===== src/rtl/imm_decode_pkg.sv =====
// Shared decode package for the immediate decode stage.
//   imm_sel_e  : immediate format selector carried on in_sel
//   XLEN_A/B   : the two datapath widths the decoder supports
//   xlen_legal : elaboration-time check that a chosen XLEN is one of them
package imm_decode_pkg;

   typedef enum logic [2:0] {
      IMM_I     = 3'd0,
      IMM_S     = 3'd1,
      IMM_B     = 3'd2,
      IMM_J     = 3'd3,
      IMM_U     = 3'd4,
      IMM_SHAMT = 3'd5,
      IMM_CSR   = 3'd6,
      IMM_NONE  = 3'd7
   } imm_sel_e;

   localparam int unsigned XLEN_A = 32;
   localparam int unsigned XLEN_B = 64;

   function automatic bit xlen_legal(input int unsigned xlen);
      return (xlen == XLEN_A) || (xlen == XLEN_B);
   endfunction

endpackage


===== src/rtl/imm_decode_comb.sv =====
// Pure combinational immediate decoder.
//   inst    : raw 32-bit instruction word
//   sel     : immediate format (imm_sel_e encoding)
//   imm     : decoded immediate, sign- or zero-extended to XLEN
//   illegal : encoding is not valid for this XLEN
module imm_decode_comb
   import imm_decode_pkg::*;
#(
   parameter int XLEN = 32
) (
   input  logic [31:0]     inst,
   input  logic [2:0]      sel,
   output logic [XLEN-1:0] imm,
   output logic            illegal
);

   imm_sel_e sel_e;
   assign sel_e = imm_sel_e'(sel);

   // Raw immediate fields as signed values so the XLEN cast sign-extends from inst[31].
   logic signed [11:0] i_fld;
   logic signed [11:0] s_fld;
   logic signed [12:0] b_fld;
   logic signed [20:0] j_fld;
   logic signed [31:0] u_fld;

   assign i_fld = inst[31:20];
   assign s_fld = {inst[31:25], inst[11:7]};
   assign b_fld = {inst[31], inst[7], inst[30:25], inst[11:8], 1'b0};
   assign j_fld = {inst[31], inst[19:12], inst[20], inst[30:21], 1'b0};
   assign u_fld = {inst[31:12], 12'h000};

   // The opcode field never contributes to any immediate.
   logic unused_opcode;
   assign unused_opcode = ^inst[6:0];

   logic signed [XLEN-1:0] imm_s;

   always_comb begin
      imm_s   = '0;
      illegal = 1'b0;
      case (sel_e)
         IMM_I: imm_s = XLEN'(i_fld);
         IMM_S: imm_s = XLEN'(s_fld);
         IMM_B: imm_s = XLEN'(b_fld);
         IMM_J: imm_s = XLEN'(j_fld);
         IMM_U: imm_s = XLEN'(u_fld);
         IMM_SHAMT: begin
            // RV32 shifts only have 5 shamt bits; inst[25] set is a reserved encoding.
            if (XLEN == 32) begin
               imm_s   = XLEN'(inst[24:20]);
               illegal = inst[25];
            end else begin
               imm_s   = XLEN'(inst[25:20]);
            end
         end
         IMM_CSR: imm_s = XLEN'(inst[19:15]);
         default: begin
            imm_s   = '0;
            illegal = 1'b1;
         end
      endcase
   end

   assign imm = imm_s;

endmodule


===== src/rtl/imm_decode_stage.sv =====
// Immediate decode pipeline stage with a 2-entry skid buffer.
//   clk, rst_n          : clock, asynchronous active-low reset
//   flush               : synchronous kill of both held entries
//   in_valid/in_ready   : upstream handshake (in_ready is registered)
//   in_inst/in_sel      : instruction word and immediate format
//   in_tag              : sideband tag travelling with the instruction
//   out_valid/out_ready : downstream handshake
//   out_imm/out_tag     : decoded immediate and its tag
//   out_illegal         : encoding illegal for XLEN
module imm_decode_stage
   import imm_decode_pkg::*;
#(
   parameter int XLEN  = 32,
   parameter int TAG_W = 5
) (
   input  logic             clk,
   input  logic             rst_n,
   input  logic             flush,
   input  logic             in_valid,
   output logic             in_ready,
   input  logic [31:0]      in_inst,
   input  logic [2:0]       in_sel,
   input  logic [TAG_W-1:0] in_tag,
   output logic             out_valid,
   input  logic             out_ready,
   output logic [XLEN-1:0]  out_imm,
   output logic [TAG_W-1:0] out_tag,
   output logic             out_illegal
);

   if (!xlen_legal(XLEN)) begin : g_xlen_check
      $error("imm_decode_stage: XLEN must be 32 or 64");
   end

   localparam logic [1:0] ST_EMPTY = 2'd0;
   localparam logic [1:0] ST_ONE   = 2'd1;
   localparam logic [1:0] ST_TWO   = 2'd2;

   logic [1:0] state;

   // ---- stage p0: combinational decode of the incoming instruction ----
   logic [XLEN-1:0] imm_p0;
   logic            illegal_p0;

   imm_decode_comb #(.XLEN(XLEN)) u_dec (
      .inst    (in_inst),
      .sel     (in_sel),
      .imm     (imm_p0),
      .illegal (illegal_p0)
   );

   logic accept;
   logic drain;
   logic load_out;
   logic load_skid;
   logic from_skid;

   assign out_valid = (state != ST_EMPTY);
   assign accept    = in_valid && in_ready && !flush;
   assign drain     = out_valid && out_ready;

   // Output register takes the new decode when empty, or when it is being
   // replaced in the same cycle it drains (full throughput path).
   assign load_out  = accept && ((state == ST_EMPTY) || (state == ST_ONE && drain));
   assign load_skid = accept && (state == ST_ONE) && !drain;
   assign from_skid = !flush && (state == ST_TWO) && drain;

   // ---- stage p1: skid register and output register ----
   logic [XLEN-1:0]  skid_imm_p1;
   logic [TAG_W-1:0] skid_tag_p1;
   logic             skid_illegal_p1;

   always_ff @(posedge clk or negedge rst_n) begin
      if (!rst_n) begin
         state    <= ST_EMPTY;
         in_ready <= 1'b1;
      end else if (flush) begin
         state    <= ST_EMPTY;
         in_ready <= 1'b1;
      end else begin
         case (state)
            ST_EMPTY: begin
               if (accept) state <= ST_ONE;
            end
            ST_ONE: begin
               if (accept && !drain) begin
                  state    <= ST_TWO;
                  in_ready <= 1'b0;
               end else if (!accept && drain) begin
                  state    <= ST_EMPTY;
               end
            end
            ST_TWO: begin
               if (drain) begin
                  state    <= ST_ONE;
                  in_ready <= 1'b1;
               end
            end
            default: begin
               state    <= ST_EMPTY;
               in_ready <= 1'b1;
            end
         endcase
      end
   end

   always_ff @(posedge clk or negedge rst_n) begin
      if (!rst_n) begin
         out_imm     <= '0;
         out_tag     <= '0;
         out_illegal <= 1'b0;
      end else if (load_out) begin
         out_imm     <= imm_p0;
         out_tag     <= in_tag;
         out_illegal <= illegal_p0;
      end else if (from_skid) begin
         out_imm     <= skid_imm_p1;
         out_tag     <= skid_tag_p1;
         out_illegal <= skid_illegal_p1;
      end
   end

   always_ff @(posedge clk or negedge rst_n) begin
      if (!rst_n) begin
         skid_imm_p1     <= '0;
         skid_tag_p1     <= '0;
         skid_illegal_p1 <= 1'b0;
      end else if (load_skid) begin
         skid_imm_p1     <= imm_p0;
         skid_tag_p1     <= in_tag;
         skid_illegal_p1 <= illegal_p0;
      end
   end

endmodule

===== config.mk =====
export PLATFORM = sky130hd
export DESIGN_NAME = imm_decode_stage
export DESIGN_NICKNAME = d
export VERILOG_FILES = /design/src/rtl/imm_decode_pkg.sv /design/src/rtl/imm_decode_comb.sv /design/src/rtl/imm_decode_stage.sv
export SDC_FILE = /design/constraint.sdc
export NUM_CORES = 1
export LEC_CHECK = 0
export CORE_MARGIN = 5
export CORE_UTILIZATION = 46
export DETAILED_ROUTE_END_ITERATION = 16
export PLACE_DENSITY = 0.82
export SLEW_MARGIN = 40
export SYNTH_ARGS = -nofsm -noshare
export SYNTH_HDL_FRONTEND = slang
export SYNTH_SLANG_ARGS = --single-unit
export TNS_END_PERCENT = 20

===== constraint.sdc =====
create_clock -name clk -period 1.96 [get_ports clk]
set_clock_uncertainty 0.2 [all_clocks]
set_input_delay 0.588 -clock clk [delete_from_list [all_inputs] [get_ports clk]]
set_output_delay 0.588 -clock clk [all_outputs]
set_load 0.01 [all_outputs]

==> run_summary.xml, run 1 <==
<?xml version="1.0" encoding="UTF-8"?>
<metrics>
  <group name="power">
    <metric name="share_seq_of_total_power" unit="">0.444</metric>
    <metric name="pwr-share-clk" unit="">0.297</metric>
    <metric name="leakage_power" unit="nW">2.59</metric>
    <metric name="power.ir.vdd_worst" unit="µV">355</metric>
    <metric name="sw_share" unit="">0.292</metric>
    <metric name="power.internal" unit="W">0.00354</metric>
    <metric name="netSwitchingPower" unit="W">0.00146</metric>
    <metric name="pwr_density_cell" unit="nW/µm²">893</metric>
    <metric name="pwr-share-comb" unit="">0.258</metric>
  </group>
  <group name="synthesis">
    <metric name="post_synth_fa_ha_maj_area_fraction" unit="">0.00326</metric>
    <metric name="yosys-mux-area-fraction" unit="">0.0564</metric>
    <metric name="synth_largest_type_area_fraction" unit="">0.509</metric>
    <metric name="synth_seq_cells" unit="">79</metric>
    <metric name="mappedNetlistArea" unit="µm²">3840</metric>
    <metric name="synth_common_cells" unit="">78 x dfrtp_1, 53 x nand2_1, 43 x a21oi_1</metric>
    <metric name="synthSimpleGateAreaFrac" unit="">0.150</metric>
    <metric name="synth_compound_area_frac" unit="">0.227</metric>
    <metric name="count_of_flip_flops_with_a_built_in_enable_after_synthesis" unit="">0</metric>
    <metric name="post-synth-top-area-cell" unit="">dfrtp_1</metric>
    <metric name="synth.lib_cells_used.distinct" unit="">49</metric>
    <metric name="yosys.area_share.xor_xnor" unit="">0.00228</metric>
    <metric name="ys_dominant_reg_cell" unit="">dfrtp_1</metric>
    <metric name="postSynth.asyncResetShare" unit="">1.00</metric>
    <metric name="postSynthCellCount" unit="">379</metric>
    <metric name="ys_seq_area_frac" unit="">0.516</metric>
    <metric name="synth_top_cells_by_area" unit="">dfrtp_1 51%, a21oi_1 5.6%, nand2_1 5.2%</metric>
    <metric name="postSynthNetCount" unit="">425</metric>
    <metric name="ys.warnings.count" unit="">0</metric>
    <metric name="yosys.cell_count.top_type" unit="">dfrtp_1</metric>
    <metric name="dominant_combinational_cell_family_by_area_after_synthesis" unit="">compound AO/OA/AOI/OAI gates</metric>
    <metric name="synth.avg_cell_area" unit="µm²">10.1</metric>
  </group>
  <group name="cts">
    <metric name="tritoncts.num_buffers" unit="">9</metric>
    <metric name="clock_tree.buffer_depth" unit="">2</metric>
    <metric name="insertion_delay" unit="ps">350</metric>
    <metric name="clock-root-buffer" unit="">clkbuf_8</metric>
    <metric name="clkSinkCount" unit="">79</metric>
    <metric name="cts_tree" unit="">done</metric>
    <metric name="clk_pin_slew" unit="ps">80</metric>
    <metric name="cts_max_level" unit="">3</metric>
  </group>
  <group name="sta">
    <metric name="hold_slack" unit="ps">281</metric>
    <metric name="finalSetupTns" unit="ps">0</metric>
    <metric name="hold_viol" unit="">0</metric>
    <metric name="setup_repair_after_global_routing_missed_its_margin" unit="">yes</metric>
    <metric name="max_slew.worst_pin.slew" unit="ps">323</metric>
    <metric name="setup_viol" unit="">0</metric>
    <metric name="min_period_over_period" unit="">0.993</metric>
    <metric name="timing.slew.headroom" unit="">0.784</metric>
    <metric name="final-max-slew-violation-count" unit="">0</metric>
    <metric name="fmaxAchievable" unit="MHz">514</metric>
    <metric name="period_needed" unit="ps">1950</metric>
  </group>
  <group name="critical_path">
    <metric name="worstPathArrival" unit="ps">2030</metric>
    <metric name="critPathKind" unit="">primary input to register</metric>
    <metric name="endpoint_class_of_the_critical_path" unit="">register</metric>
    <metric name="critical_path.slowest_cell" unit="">or4b_1</metric>
    <metric name="cpPeakStageDelay" unit="ps">520</metric>
    <metric name="worstPathMaxFanout" unit="">9</metric>
    <metric name="critical_path.startpoint_type" unit="">primary input</metric>
    <metric name="path_cells" unit="">clkdlybuf4s50_1 -&gt; buf_4 -&gt; or4b_1 -&gt; o211ai_1 -&gt; nand2_1 -&gt; o21ai_1</metric>
    <metric name="cp_top_family" unit="">simple AND/OR/NAND/NOR gates</metric>
    <metric name="worst-endpoint-required" unit="ps">2040</metric>
    <metric name="cp_num_buf_inv" unit="">2</metric>
    <metric name="critical_path_cell_count" unit="">6</metric>
    <metric name="worstRegToRegCells" unit="">7</metric>
  </group>
  <group name="floorplanning">
    <metric name="fp.dieH" unit="µm">101</metric>
    <metric name="design.core.area" unit="µm²">8180</metric>
    <metric name="row_count" unit="">33</metric>
    <metric name="initial_core_util" unit="">0.469</metric>
    <metric name="boundaryPins" unit="">85</metric>
    <metric name="area_of_the_die" unit="µm²">10300</metric>
    <metric name="chipWidth" unit="µm">101</metric>
  </group>
  <group name="finish">
    <metric name="layout_cell_share_with_drive_strength_beyond_1" unit="">0.229</metric>
    <metric name="nets" unit="">552</metric>
    <metric name="antenna_cells_inserted" unit="">0</metric>
    <metric name="layout.filler_cells" unit="">586</metric>
    <metric name="postLayoutCoreUtil" unit="">0.685</metric>
    <metric name="syn2layout_area_growth" unit="%">46.0</metric>
  </group>
  <group name="place">
    <metric name="finalWeightedCongestion" unit="">0.888</metric>
    <metric name="dp_hpwl" unit="µm">7630</metric>
    <metric name="place.port_buffers" unit="">77</metric>
  </group>
  <group name="detailed_routing">
    <metric name="ant_nets" unit="">0</metric>
    <metric name="drt-wirelength-per-cell" unit="µm">17.2</metric>
    <metric name="routed_via_density" unit="">5.57</metric>
    <metric name="detail_route.wirelength" unit="µm">10600</metric>
    <metric name="detailedRoute.firstPassIterationCount" unit="">4</metric>
    <metric name="total_number_of_vias" unit="">3432</metric>
    <metric name="initialDrtViolationCount" unit="">211</metric>
    <metric name="detail_route.drc_violations" unit="">0</metric>
  </group>
  <group name="grt">
    <metric name="antenna_violations_before_repair" unit="">0</metric>
    <metric name="overflow" unit="">0</metric>
    <metric name="grt_start_max_net_pins" unit="">45</metric>
    <metric name="grt_pass1_wl" unit="µm">17500</metric>
    <metric name="globalRouteTotalUtil" unit="">0.215</metric>
    <metric name="grt_pass1_vias" unit="">3608</metric>
  </group>
  <group name="worst_hold_path">
    <metric name="hold_path.class" unit="">register to register</metric>
    <metric name="min_delay_path_depth" unit="">2</metric>
  </group>
  <group name="job">
    <metric name="timing.max_cap.violations" unit="">0</metric>
  </group>
  <group name="status">
    <metric name="run_status" unit="">complete, no violations</metric>
  </group>
</metrics>
[metrics by stage]
step	cells	total power (W)	area [µm²]	setup slack, ps
after floorplan	379	0.00282	3840	60.5
after global placement	589	0.00350	5170	-545
final	616	0.00500	5600	12.8
after global routing	616	0.00525	5600	-56.2
after detailed placement	589	0.00358	5170	-663
after CTS	613	0.00496	5480	-110
[cells by family (layout without fill, tap and decap cells)]
kind of cell             after synthesis  count (layout)
buffers and inverters                 33             165
adder cells (fa/ha/maj)                1               1
AO/OA/AOI/OAI                        137             137
flip-flops                            79              79
multiplexers                          20              20
AND/OR/NAND/NOR                      108             108
XOR/XNOR                               1               1
[tightest hold or removal path: stages (launching register included)]
cell     delay (ps)
dfrtp_1         340
nand2_1          50
nand2_1          60
[flip-flops by register name, summed over array words and instances, names as in the netlist]
name and flops:
out_illegal 1, skid_imm_p1 32, in_ready 1, state 2, skid_illegal_p1 1, skid_tag_p1 5, out_imm 32, out_tag 5
[power by group through the flow]
stage / registers, W / logic (W) / clock network, W
floorplan: 0.00226 / 0.000559 / 0
CTS: 0.00221 / 0.00126 / 0.00149
global placement: 0.00222 / 0.00128 / 0
finish: 0.00222 / 0.00129 / 0.00149
detailed placement: 0.00224 / 0.00134 / 0
global route: 0.00227 / 0.00142 / 0.00157
[layer usage]
layer | wire length (µm) | share of wire | global-route usage
met1 | 4630 | 0.44 | 0.277
met2 | 5260 | 0.50 | 0.367
met3 | 592 | 0.056 | 0.0379
met4 | 133 | 0.013 | 0.0716
met5 | 0 | 0 | 0
[cell usage in the layout (no fill, tap or decap), drive strengths merged, types with 5 or more instances in the layout]
cell and n:
a211oi 17, a21oi 43, o211ai 8, mux2 13
o21ai 27, nand2 53, a21o 7, buf 70
clkdlybuf4s50 31, a22o 7, mux2i 7, o21a 5
dlygate4sd2 42, nor2b 19, dfrtp 78, a22oi 6
o22ai 7, nand2b 9, nor2 7, clkbuf 10
[timing repair]
item / CTS / global route
hold endpoints to repair: 3 / 0
buffers inserted: 6 / 3
pin swaps: 2 / 4
hold buffers: 1 / 0
gates resized for setup: 57 / 24
cloned: 1 / 1
endpoints found under the setup margin: 106 / 61
[worst paths after layout]
| check | start | endpoint | slack [ps] |
|---|---|---|---|
| worst max-delay path | in_sel[0] | out_imm[0] | 10 |
| worst min-delay path | out_tag[0] | out_tag[0] | 280 |
| worst max register to register | state[0] | out_imm[16] | 40 |
| worst min register to register | out_tag[0] | out_tag[0] | 280 |
| max in group asynchronous | rst_n | out_tag[4] | 740 |
| min in group asynchronous | rst_n | state[0] | 390 |
[area by class of cell]
class | instances | area [µm²] | share of cell area
flip-flops and latches | 79 | 1980 | 0.353
multi-input cells | 267 | 1790 | 0.320
repair buffers | 148 | 1450 | 0.259
well taps | 105 | 131 | 0.0235
clock buffers | 9 | 124 | 0.0221
clock inverters | 7 | 120 | 0.0214
inverters | 1 | 3.75 | 0.000670
(Power assumes the default switching activity.)
==> run 2: changes to the inputs <==
- SKIP_CTS_REPAIR_TIMING: default -> 1
- clock period: 1.96 -> 1.7 ns (I/O delays scaled with it)
==> run 2 against run 1 <==
  * The run now ends with negative setup slack left
  * Count of clock-buffer cells in the layout unchanged
  * Clock power is essentially flat
  * Cell count increased by 3.2%
  * Sequential power rose by 16%
  * Non-clock buffer count increased by 20
  * Combinational power increased by 33%
  * Wire length increased by 15%
  * Flip-flop and latch count unchanged
  * Sequential share of layout area decreased by 2.8 points
  * Global-route usage fell by 1.5 points
  * Utilization increased by 6.0 points
  * Register-to-register slack got worse by 280 ps
  * Critical path type is now register to output port
  * Critical endpoint is now out_valid
  * Largest power group unchanged
==> run_summary.xml, run 2 (same netlist as run 1, synthesis figures left out) <==
<?xml version="1.0" encoding="UTF-8"?>
<metrics>
  <group name="cts">
    <metric name="clk_pin_slew" unit="ps">100</metric>
    <metric name="cts_max_level" unit="">3</metric>
    <metric name="insertion_delay" unit="ps">360</metric>
    <metric name="clock-root-buffer" unit="">clkbuf_8</metric>
    <metric name="tritoncts.num_buffers" unit="">9</metric>
    <metric name="clkSinkCount" unit="">79</metric>
    <metric name="clock_tree.buffer_depth" unit="">2</metric>
    <metric name="cts_tree" unit="">done</metric>
  </group>
  <group name="finish">
    <metric name="antenna_cells_inserted" unit="">0</metric>
    <metric name="layout.filler_cells" unit="">527</metric>
    <metric name="layout_cell_share_with_drive_strength_beyond_1" unit="">0.313</metric>
    <metric name="final_common_cell" unit="">dfrtp_1</metric>
    <metric name="largestRegisters" unit="">out_imm (32), skid_imm_p1 (32)</metric>
    <metric name="layout.cells.most_common_list" unit="">77 x dfrtp_1, 59 x buf_4, 45 x nand2_1</metric>
    <metric name="syn2layout_area_growth" unit="%">58.9</metric>
    <metric name="nets" unit="">572</metric>
    <metric name="postLayoutCoreUtil" unit="">0.746</metric>
    <metric name="layoutNonFillerInstCount" unit="">636</metric>
  </group>
  <group name="sta">
    <metric name="fmaxAchievable" unit="MHz">502</metric>
    <metric name="final-max-slew-violation-count" unit="">0</metric>
    <metric name="min_period_over_period" unit="">1.17</metric>
    <metric name="setup_viol" unit="">80</metric>
    <metric name="max_slew.worst_pin.slew" unit="ps">404</metric>
    <metric name="timing.slew.headroom" unit="">0.731</metric>
    <metric name="hold_viol" unit="">0</metric>
    <metric name="finalWorstSetupSlack" unit="ps">-291</metric>
    <metric name="period_needed" unit="ps">1990</metric>
    <metric name="setup_repair_after_global_routing_missed_its_margin" unit="">yes</metric>
    <metric name="hold_slack" unit="ps">281</metric>
  </group>
  <group name="place">
    <metric name="pre_cts_slack" unit="ps">-892</metric>
    <metric name="finalWeightedCongestion" unit="">0.873</metric>
    <metric name="place.port_buffers" unit="">77</metric>
    <metric name="placed_cells_incl_taps" unit="">596</metric>
    <metric name="dp_hpwl" unit="µm">7320</metric>
  </group>
  <group name="job">
    <metric name="timing.max_cap.violations" unit="">0</metric>
  </group>
  <group name="detailed_routing">
    <metric name="initialDrtViolationCount" unit="">232</metric>
    <metric name="drt-wirelength-per-cell" unit="µm">19.2</metric>
    <metric name="total_number_of_vias" unit="">3670</metric>
    <metric name="ant_nets" unit="">0</metric>
    <metric name="detail_route.drc_violations" unit="">0</metric>
    <metric name="detail_route.wirelength" unit="µm">12200</metric>
    <metric name="detailedRoute.firstPassIterationCount" unit="">5</metric>
    <metric name="routed_via_density" unit="">5.77</metric>
  </group>
  <group name="floorplanning">
    <metric name="initial_core_util" unit="">0.469</metric>
    <metric name="chipWidth" unit="µm">101</metric>
    <metric name="area_of_the_die" unit="µm²">10300</metric>
    <metric name="fp.dieH" unit="µm">101</metric>
    <metric name="boundaryPins" unit="">85</metric>
    <metric name="row_count" unit="">33</metric>
    <metric name="design.core.area" unit="µm²">8180</metric>
  </group>
  <group name="power">
    <metric name="power.internal" unit="W">0.00397</metric>
    <metric name="pwr_density_cell" unit="nW/µm²">951</metric>
    <metric name="power.ir.vdd_worst" unit="µV">654</metric>
    <metric name="sw_share" unit="">0.314</metric>
    <metric name="leakage_power" unit="nW">3.15</metric>
    <metric name="share_seq_of_total_power" unit="">0.445</metric>
    <metric name="pwr-share-clk" unit="">0.260</metric>
    <metric name="netSwitchingPower" unit="W">0.00182</metric>
    <metric name="pwr-share-comb" unit="">0.295</metric>
  </group>
  <group name="worst_hold_path">
    <metric name="hold_path.class" unit="">register to register</metric>
  </group>
  <group name="critical_path">
    <metric name="critical_path.startpoint_type" unit="">register</metric>
    <metric name="endpoint_class_of_the_critical_path" unit="">output port</metric>
    <metric name="worst-endpoint-required" unit="ps">990</metric>
    <metric name="critPathKind" unit="">register to output port</metric>
    <metric name="worstPathMaxFanout" unit="">5</metric>
    <metric name="worstPathArrival" unit="ps">1280</metric>
  </group>
  <group name="grt">
    <metric name="grt_start_max_net_pins" unit="">45</metric>
    <metric name="globalRouteTotalUtil" unit="">0.200</metric>
    <metric name="grt_pass1_wl" unit="µm">16500</metric>
    <metric name="antenna_violations_before_repair" unit="">0</metric>
    <metric name="overflow" unit="">0</metric>
    <metric name="grt_pass1_vias" unit="">3477</metric>
  </group>
  <group name="status">
    <metric name="failed_checks" unit="">negative setup slack</metric>
    <metric name="run_status" unit="">finished, violations left</metric>
  </group>
</metrics>
[run 2: changes by cell type in the layout (fill, tap and decap cells not counted), moves of 6 or more]
cell,before,now
clkbuf_16,1,7
dlygate4sd2_1,42,0
nand2_1,52,45
a211oi_1,8,1
buf_4,51,59
buf_6,9,16
mux2_4,0,7
a211oi_2,9,16
mux2_1,10,3
dlymetal6s2s_1,0,42
nand2_2,0,6
[run 2: path summary, 6_finish.rpt]
check	depth (start not counted)	start	end	slack [ps]
setup / recovery	2	state[1]	out_valid	-290
hold / removal	2	out_tag[3]	out_tag[3]	280
setup reg to reg	8	state[1]	out_imm[16]	-240
hold reg to reg	2	out_tag[3]	out_tag[3]	280
max in group asynchronous	3	rst_n	skid_imm_p1[19]	330
min in group asynchronous	2	rst_n	state[0]	400
[run 2: worst max-delay path: stages, from the launching register on]
cell and delay [ps]:
dfrtp_2 450, or2_2 330, clkbuf_2 140
[run 2: metal layers]
layer,wire (µm),part of all wire,up-vias,global-route usage
met4,329,0.027,0,0.0726
met3,772,0.063,29,0.0448
li1,-,-,1660,-
met5,0,0,-,0
met2,6220,0.51,151,0.318
met1,4880,0.40,1830,0.269
[run 2: area by class of cell]
type | instances | area [µm²] | area share
Timing Repair Buffer | 168 | 1860 | 0.305
Inverter | 1 | 3.75 | 0.000616
Multi-Input combinational cell | 267 | 1910 | 0.314
Tap cell | 105 | 131 | 0.0216
Sequential cell | 79 | 1980 | 0.325
Clock inverter | 7 | 85.1 | 0.0140
Clock buffer | 9 | 124 | 0.0203
[run 2: power groups by stage]
stage	Clock, W	Combinational, W	Sequential [W]
2_1_floorplan	0	0.000654	0.00261
3_3_place_gp	0	0.00148	0.00256
3_5_place_dp	0	0.00153	0.00258
4_1_cts	0.00151	0.00154	0.00255
5_1_grt	0.00158	0.00185	0.00262
6_report	0.00151	0.00171	0.00258
[run 2: through the flow]
| stage | TNS (ps) | power (W) | cell area, µm² |
|---|---|---|---|
| finish | -13560 | 0.00579 | 6100 |
| global placement | -52220 | 0.00404 | 5170 |
| global route | -19220 | 0.00605 | 6100 |
| CTS | -38970 | 0.00560 | 5380 |
| floorplan | -5040 | 0.00326 | 3860 |
| detailed placement | -56180 | 0.00411 | 5170 |
==> run 3: changes to the inputs <==
- PLACE_DENSITY: 0.82 -> 0.77
==> run 3 against run 2 <==
  * The run still ends with negative setup slack left
  * Worst hold slack got worse by 5.9 ps
  * Cell area up 1.9%
  * Via count about the same
  * Sequential power is essentially flat
  * Non-clock buffer count fell by 3
  * Utilization grew 1.5 points
  * Die area unchanged
  * First-iteration DRC count is 1.7% higher
  * Cell count down 0.31%
  * Largest cell class is now multi-input combinational cells
==> run_summary.xml, run 3 (same netlist as run 1, synthesis figures left out) <==
<?xml version="1.0" encoding="UTF-8"?>
<metrics>
  <group name="critical_path">
    <metric name="critPathKind" unit="">register to register</metric>
    <metric name="regToRegStartpoint" unit="">in_ready</metric>
    <metric name="critical_path.startpoint_type" unit="">register</metric>
    <metric name="worstPathMaxFanout" unit="">7</metric>
    <metric name="worstPathArrival" unit="ps">2040</metric>
    <metric name="worstRegToRegCells" unit="">9</metric>
    <metric name="startpoint" unit="">in_ready</metric>
    <metric name="worst-endpoint-required" unit="ps">1790</metric>
    <metric name="endpoint_class_of_the_critical_path" unit="">register</metric>
  </group>
  <group name="worst_hold_path">
    <metric name="hold_path.class" unit="">register to register</metric>
    <metric name="worst_hold_startpoint" unit="">out_tag[0]</metric>
    <metric name="min_delay_path_depth" unit="">2</metric>
  </group>
  <group name="cts">
    <metric name="clkSinkCount" unit="">79</metric>
    <metric name="clock_tree.buffer_depth" unit="">2</metric>
    <metric name="cts_tree" unit="">done</metric>
    <metric name="cts_max_level" unit="">3</metric>
    <metric name="clk_pin_slew" unit="ps">90</metric>
    <metric name="insertion_delay" unit="ps">360</metric>
    <metric name="tritoncts.num_buffers" unit="">9</metric>
    <metric name="clock-root-buffer" unit="">clkbuf_8</metric>
  </group>
  <group name="floorplanning">
    <metric name="design.core.area" unit="µm²">8180</metric>
    <metric name="initial_core_util" unit="">0.469</metric>
    <metric name="row_count" unit="">33</metric>
    <metric name="area_of_the_die" unit="µm²">10300</metric>
    <metric name="chipWidth" unit="µm">101</metric>
    <metric name="boundaryPins" unit="">85</metric>
    <metric name="fp.dieH" unit="µm">101</metric>
  </group>
  <group name="sta">
    <metric name="min_period_over_period" unit="">1.15</metric>
    <metric name="period_needed" unit="ps">1950</metric>
    <metric name="hold_slack" unit="ps">275</metric>
    <metric name="max_slew.worst_pin.slew" unit="ps">400</metric>
    <metric name="timing.slew.headroom" unit="">0.733</metric>
    <metric name="fmaxAchievable" unit="MHz">512</metric>
    <metric name="hold_viol" unit="">0</metric>
    <metric name="final-max-slew-violation-count" unit="">0</metric>
    <metric name="finalWorstSetupSlack" unit="ps">-254</metric>
    <metric name="setup_viol" unit="">79</metric>
    <metric name="setup_repair_after_global_routing_missed_its_margin" unit="">yes</metric>
  </group>
  <group name="power">
    <metric name="power.ir.vdd_worst" unit="µV">578</metric>
    <metric name="leakage_power" unit="nW">3.21</metric>
    <metric name="pwr_density_cell" unit="nW/µm²">942</metric>
  </group>
  <group name="finish">
    <metric name="largestRegisters" unit="">out_imm (32), skid_imm_p1 (32)</metric>
    <metric name="final_common_cell" unit="">dfrtp_1</metric>
    <metric name="layout.filler_cells" unit="">544</metric>
    <metric name="layout.cells.most_common_list" unit="">78 x dfrtp_1, 46 x buf_4, 45 x dlymetal6s2s_1</metric>
    <metric name="seq_area" unit="µm²">1980</metric>
    <metric name="postLayoutCoreUtil" unit="">0.760</metric>
    <metric name="layout_cell_share_with_drive_strength_beyond_1" unit="">0.327</metric>
    <metric name="nets" unit="">570</metric>
    <metric name="multiInputGateArea" unit="µm²">1990</metric>
    <metric name="syn2layout_area_growth" unit="%">62.0</metric>
    <metric name="antenna_cells_inserted" unit="">0</metric>
  </group>
  <group name="detailed_routing">
    <metric name="wl_met1" unit="µm">5090</metric>
    <metric name="wl_met2" unit="µm">6200</metric>
    <metric name="routed_via_density" unit="">5.79</metric>
    <metric name="routed-wl-met3" unit="µm">810</metric>
    <metric name="initialDrtViolationCount" unit="">236</metric>
    <metric name="drt-wirelength-per-cell" unit="µm">19.5</metric>
    <metric name="detailedRoute.firstPassIterationCount" unit="">6</metric>
    <metric name="ant_nets" unit="">0</metric>
    <metric name="detail_route.drc_violations" unit="">0</metric>
    <metric name="total_number_of_vias" unit="">3672</metric>
    <metric name="detail_route.wirelength" unit="µm">12400</metric>
    <metric name="highest-signal-layer" unit="">met4</metric>
  </group>
  <group name="place">
    <metric name="finalWeightedCongestion" unit="">0.881</metric>
    <metric name="dp_hpwl" unit="µm">7400</metric>
    <metric name="pre_cts_slack" unit="ps">-835</metric>
    <metric name="place.port_buffers" unit="">77</metric>
  </group>
  <group name="job">
    <metric name="timing.max_cap.violations" unit="">0</metric>
  </group>
  <group name="grt">
    <metric name="grt_pass1_vias" unit="">3356</metric>
    <metric name="antenna_violations_before_repair" unit="">0</metric>
    <metric name="globalRouteTotalUtil" unit="">0.205</metric>
    <metric name="overflow" unit="">0</metric>
    <metric name="grt_start_max_net_pins" unit="">37</metric>
    <metric name="grt_pass1_wl" unit="µm">16600</metric>
  </group>
  <group name="status">
    <metric name="run_status" unit="">finished, violations left</metric>
    <metric name="failed_checks" unit="">negative setup slack</metric>
  </group>
</metrics>
-- run 3: changes by cell type in the layout (fill, tap and decap cells not counted), sizes merged --
cell           change
clkbuf             +3
dlymetal6s2s       +3
a41oi              +1
buf                -4
clkinv             +1
clkinvlp           +1
clkdlybuf4s50      -3
inv                -4
-- run 3: layout make-up --
type / instances / area share
clock buffer: 11 / 0.0244
clock inverter: 5 / 0.00906
inverter: 1 / 0.000604
multi-input combinational: 268 / 0.321
sequential: 79 / 0.318
tap: 105 / 0.0211
timing repair buffer: 165 / 0.306
-- run 3: critical path, stage by stage (launching register included) --
cell and delay, ps:
dfstp_2 560, buf_6 110, buf_6 90, nand2_4 50, nor4_4 240, buf_4 180
buf_12 150, buf_6 120, a211oi_2 40, a21oi_1 140
-- run 3: final timing paths --
check | end | slack (ps)
max in group asynchronous | skid_imm_p1[1] | 360
min | out_tag[0] | 270
max reg2reg | out_illegal | -250
min reg2reg | out_tag[0] | 270
max | out_illegal | -250
min in group asynchronous | skid_imm_p1[29] | 400
-- run 3: power breakdown --
part           internal [W]  leakage, nW  switching [W]
Sequential          0.00231         1.00       0.000282
Combinational       0.00101         2.10       0.000773
Clock              0.000756        0.105       0.000728
-- run 3: stage by stage --
step	cells	area (µm²)	TNS, ps	total power (W)
floorplan	379	3860	-5040	0.00326
global placement	591	5170	-53260	0.00405
detailed placement	591	5170	-57020	0.00411
CTS	607	5380	-39000	0.00557
global route	634	6210	-16230	0.00614
finish	634	6210	-11050	0.00586
-- run 3: routing by layer --
| layer | global-route usage | vias to the layer above |
|---|---|---|
| met5 | 0 | - |
| met4 | 0.0501 | 0 |
| met3 | 0.0475 | 24 |
| met2 | 0.336 | 146 |
| met1 | 0.276 | 1836 |
| li1 | - | 1666 |
